`config.mk`:
```
export PLATFORM = sky130hd
export DESIGN_NAME = data_mem_ctrl
export DESIGN_NICKNAME = d
export VERILOG_FILES = /design/src/rtl/data_mem_ctrl.sv
export SDC_FILE = /design/constraint.sdc
export NUM_CORES = 1
export LEC_CHECK = 0
export ABC_AREA = 1
export CAP_MARGIN = 10
export CORE_AREA = 2 2 406 408
export DETAILED_ROUTE_END_ITERATION = 6
export DIE_AREA = 0 0 408 410
export PLACE_DENSITY = 0.36
export SLEW_MARGIN = 20
export SYNTH_ARGS = -nofsm -noshare
export SYNTH_HDL_FRONTEND = slang
export SYNTH_SLANG_ARGS = --single-unit
```
`constraint.sdc`:
```
create_clock -name clk -period 2.1 [get_ports clk]
set_input_delay 0.42 -clock clk [delete_from_list [all_inputs] [get_ports clk]]
set_output_delay 0.42 -clock clk [all_outputs]
set_load 0.02 [all_outputs]
```
`src/rtl/data_mem_ctrl.sv`:
```
// data_mem_ctrl: single-outstanding request/response controller in front of a
// simple data_mem. A request is captured in IDLE. An in-range address is
// driven to data_mem for one ISSUE cycle. Reads then wait READ_LAT cycles
// and capture mem_data. Every request ends in RESP, which holds the response
// until the consumer takes it. Out-of-range addresses skip memory entirely
// and respond at once with resp_err.
//
// Ports:
//   clk, reset          clock, synchronous active-high reset
//   req_valid/ready     request handshake; req_write, req_addr, req_wdata payload
//   resp_valid/ready    response handshake; resp_rdata, resp_err payload
//   mem_pointer         data_mem address (holds outside ISSUE)
//   mem_write_data      one-cycle write strobe
//   mem_read_data       one-cycle read strobe
//   mem_data_to_write   data_mem write data (holds outside ISSUE)
//   mem_data            data_mem read data
//   busy                controller not idle
//   wr_count, rd_count  completed non-error writes / reads, wrapping 8-bit
module data_mem_ctrl #(
  parameter int DATA_W    = 256,
  parameter int ADDR_W    = 3,
  parameter int MEM_DEPTH = 6,
  parameter int READ_LAT  = 1
) (
  input  logic              clk,
  input  logic              reset,
  input  logic              req_valid,
  output logic              req_ready,
  input  logic              req_write,
  input  logic [ADDR_W-1:0] req_addr,
  input  logic [DATA_W-1:0] req_wdata,
  output logic              resp_valid,
  input  logic              resp_ready,
  output logic [DATA_W-1:0] resp_rdata,
  output logic              resp_err,
  output logic [ADDR_W-1:0] mem_pointer,
  output logic              mem_write_data,
  output logic              mem_read_data,
  output logic [DATA_W-1:0] mem_data_to_write,
  input  logic [DATA_W-1:0] mem_data,
  output logic              busy,
  output logic [7:0]        wr_count,
  output logic [7:0]        rd_count
);

  typedef enum logic [1:0] {
    IDLE  = 2'd0,
    ISSUE = 2'd1,
    WAIT  = 2'd2,
    RESP  = 2'd3
  } state_t;

  // One extra bit so MEM_DEPTH == 2**ADDR_W still compares correctly.
  localparam logic [ADDR_W:0] DEPTH_LIM = (ADDR_W+1)'(MEM_DEPTH);
  localparam logic [2:0]      WAIT_LOAD = 3'(READ_LAT - 1);

  state_t      state;
  state_t      state_nx;
  logic        req_write_q;
  logic [2:0]  wait_cnt;
  logic        req_fire;
  logic        addr_bad;

  assign req_ready = (state == IDLE) && !reset;
  assign req_fire  = req_valid && req_ready;
  assign addr_bad  = {1'b0, req_addr} >= DEPTH_LIM;

  // State register.
  always_ff @(posedge clk) begin
    if (reset) begin
      state <= IDLE;
    end else begin
      state <= state_nx;
    end
  end

  // Next state and state-decoded outputs. The strobes come straight from the
  // state, so they are low in the cycle after any reset edge.
  always_comb begin
    state_nx       = state;
    mem_write_data = 1'b0;
    mem_read_data  = 1'b0;
    resp_valid     = 1'b0;
    busy           = (state != IDLE);
    case (state)
      IDLE: begin
        if (req_fire) begin
          state_nx = addr_bad ? RESP : ISSUE;
        end
      end
      ISSUE: begin
        mem_write_data = req_write_q;
        mem_read_data  = !req_write_q;
        state_nx       = req_write_q ? RESP : WAIT;
      end
      WAIT: begin
        if (wait_cnt == '0) begin
          state_nx = RESP;
        end
      end
      RESP: begin
        resp_valid = 1'b1;
        if (resp_ready) begin
          state_nx = IDLE;
        end
      end
      default: state_nx = IDLE;
    endcase
  end

  // Datapath. mem_pointer and mem_data_to_write double as the registered
  // address and write data. They load only for in-range requests, so an
  // error request leaves the memory-side outputs untouched.
  always_ff @(posedge clk) begin
    if (reset) begin
      req_write_q       <= 1'b0;
      wait_cnt          <= '0;
      resp_rdata        <= '0;
      resp_err          <= 1'b0;
      mem_pointer       <= '0;
      mem_data_to_write <= '0;
      wr_count          <= '0;
      rd_count          <= '0;
    end else begin
      case (state)
        IDLE: begin
          if (req_fire) begin
            req_write_q <= req_write;
            resp_err    <= addr_bad;
            resp_rdata  <= '0;
            if (!addr_bad) begin
              mem_pointer <= req_addr;
              if (req_write) begin
                mem_data_to_write <= req_wdata;
              end
            end
          end
        end
        ISSUE: begin
          wait_cnt <= WAIT_LOAD;
        end
        WAIT: begin
          if (wait_cnt == '0) begin
            resp_rdata <= mem_data;
          end else begin
            wait_cnt <= wait_cnt - 3'd1;
          end
        end
        RESP: begin
          if (resp_ready && !resp_err) begin
            if (req_write_q) begin
              wr_count <= wr_count + 8'd1;
            end else begin
              rd_count <= rd_count + 8'd1;
            end
          end
        end
        default: ;
      endcase
    end
  end

endmodule

```
==> flow_metrics.tcl <==
set metrics [dict create \
    critical_path.max_fanout 9 \
    drt-pass1-iter-count 5 \
    antenna_found_initial 60 \
    status "complete, but fails checks" \
    yosys_warnings 0 \
    clk_pin_slew_ns 0.06 \
    max_freq_ghz 0.4716 \
    final_cell_mix "592 x clkdlybuf4s50_1, 542 x nor2_1, 534 x dfxtp_1, 449 x dlygate4sd2_1, 292 x nand2_1" \
    p_per_area_nw_per_um2 1073 \
    required_ns 2.60 \
    fin_hold_ws_ns 0.2621 \
    grt_max_degree 108 \
    vias 21690 \
    cap_violations 0 \
    fin_util 0.2246 \
    cts_made_buffers 77 \
    r2r_cells 12 \
    rows 149 \
    slew_headroom 0.6238 \
    violations "setup timing" \
    power_uw 39400 \
    cts_sinks 538 \
    fp.dieH_um 410 \
    clock_latency_ns 0.68 \
    final_max_slew_viol_count 0 \
    syn2layout_area_growth_pct 84.52 \
    wire_per_inst_um 20.26 \
    drtAntennaViolNets 0 \
    netlist_area_um2 19900 \
    yosysSeqAreaShare 0.5411 \
    layout-drive-gt1-share 0.09636 \
    fin_worst_skew_ns 0.04747 \
    die_area_um2 167300 \
    grt_overflow 0 \
    setup_viol 13 \
    final_common_cell "clkdlybuf4s50_1" \
    crit_top_cell "buf_12" \
    dp_hpwl_um 88440 \
    post-route-period-util 1.010 \
    hold_path_depth 3 \
    core_um2 163500 \
    tightest_slew_ns 0.5643 \
    synth_cell_types 28 \
    synth-seq-cells 538 \
    crit_slowest_cell "dfxtp_2" \
    critPathKind "reg2reg" \
    startpoint_type "register" \
    peakVddDrop_v 0.0006870 \
    holdBufCountCts 0 \
    fillers 18200 \
    grt_pass1_vias 21080 \
    cts_tree "done" \
    dp_cells 5637 \
    worst_hold_path_type "in2reg" \
    rsz0062_at_grt "yes" \
    hold_viol 0 \
    drtIter0Drc 1072 \
    clockBufferDepth 3 \
    pre_cts_ws_ns -0.4278 \
    grt_usage 0.1342 \
    nNetsFinal 4093 \
    cts_root_buf "clkbuf_16" \
    place_congestion 0.8184 \
    portBuffers 1056 \
    io_pins 1057 \
    syn-num-nets 3013 \
    finalNonFillerCells 5832 \
    crit_chain "inv_2, buf_6, ha_4, buf_12, nand3_4, buf_12, nand2_8, nand3_4, bufbuf_16, buf_12, nand2_1, a21oi_1" \
    grt_first_pass_wirelength_um 162100 \
    drc 0 \
    dieWidth_um 408 \
    finalCriticalPeriod_ns 2.121 \
    cts_max_level 3 \
    cp.arrival_ns 2.62 \
    fin_ws_ns -0.02054 \
    slowest_delay_ns 0.32 \
    synthCells 2484 \
    start_util 0.1217 \
    endpoint_kind "register" \
    avgSynthCellArea_um2 8.013 \
    leakage_uw 0.01477 \
    vias_per_cell 3.719 \
    routed_wl_um 118200 \
]
[power by group]
group	internal, µW	switching (µW)
clock network	8180	5440
logic	6230	7690
registers	11300	551
[area by class of cell]
| class | instances | area (µm²) | area share |
|---|---|---|---|
| tap | 2189 | 2739 | 0.07458 |
| sequential | 538 | 10780 | 0.2934 |
| antenna | 21 | 52.55 | 0.001431 |
| clock inverter | 29 | 481.7 | 0.01312 |
| clock buffer | 108 | 2143 | 0.05836 |
| timing repair buffer | 1231 | 12430 | 0.3385 |
| inverter | 38 | 165.2 | 0.004497 |
| multi-input combinational | 1678 | 7936 | 0.2161 |
[state kept, by name, summed over array words and instances (netlist names)]
signal,count
mem_data_to_write,256
resp_rdata,256
rd_count,8
wr_count,8
mem_pointer,3
wait_cnt,3
state,2
req_write_q,1
resp_err,1
[metal layers]
metal	vias up	share of wire	GRT usage
li1	10630	-	-
met1	10080	0.39	0.1500
met2	748	0.50	0.2273
met3	209	0.078	0.05000
met4	28	0.033	0.05817
met5	-	0.0016	0
[metrics by stage]
stage / TNS, ns / instance area (µm²)
2_1_floorplan: 0 / 19900
3_5_place_dp: -141.41 / 33670
4_1_cts: -12.21 / 36520
3_3_place_gp: -118.36 / 33670
6_report: -0.1091 / 36730
5_1_grt: -16.53 / 36720
[synth_stat cells]
cell      instances  share of area
nor2_4            1        0.00057
buf_2            63          0.016
nand2_1         305          0.058
nand4_1         259          0.081
nand3_1           9         0.0023
nand3_4           1        0.00088
xor2_1            1        0.00044
o21ai_1         122          0.031
inv_2             1        0.00019
buf_4            14         0.0053
o21bai_1          3         0.0011
a211oi_1          1        0.00038
mux2_2            1        0.00057
buf_1             1        0.00019
a21oi_1         269          0.068
and3_1            1        0.00031
clkbuf_1        123          0.023
nor3_1            1        0.00025
buf_6            29          0.016
dfxtp_1         538           0.54
clkinv_2          1        0.00025
inv_1            36         0.0068
nand2_4           1        0.00057
o21ai_0         147          0.037
or2_2             2        0.00063
nand2_2           1        0.00031
nor2_1          544           0.10
ha_1              9         0.0057
[critical path: cells and delay by family (launching register included)]
| family | cells | cell delay, ns |
|---|---|---|
| adder cells (fa/ha/maj) | 1 | 0.13 |
| AND/OR/NAND/NOR | 4 | 0.47 |
| buffers and inverters | 6 | 0.96 |
| flip-flops | 1 | 0.32 |
| AO/OA/AOI/OAI | 1 | 0.06 |
[path summary, 6_finish.rpt]
kind                                              startpoint                      endpoint  slack, ns
worst max-delay path                   state[1]$_SDFFE_PP0P_  resp_rdata[156]$_SDFFE_PP0P_      -0.02
worst min-delay path                                   reset  resp_rdata[122]$_SDFFE_PP0P_       0.26
worst max register to register         state[1]$_SDFFE_PP0P_  resp_rdata[156]$_SDFFE_PP0P_      -0.02
worst min register to register  resp_rdata[144]$_SDFFE_PP0P_  resp_rdata[144]$_SDFFE_PP0P_       0.46
[kinds of logic (layout without fill, tap and decap cells)]
group	Yosys count	after routing	share of synthesized area
AO/OA/AOI/OAI	542	542	0.1368
XOR/XNOR	1	1	0.0004401
adder cells (fa/ha/maj)	9	9	0.005658
buffers and inverters	268	1406	0.06814
flip-flops	538	538	0.5411
multiplexers	1	1	0.0005657
other	0	21	0
AND/OR/NAND/NOR	1125	1125	0.2473
[repair_timing]
action | in CTS | in global routing
resized for setup | 516 | 31
pin swaps | 35 | 26
hold endpoints to repair | 0 | 0
cloned | 16 | 6
endpoints found under the setup margin | 666 | 323
setup buffers | 18 | 4
(Power assumes the default switching activity.)
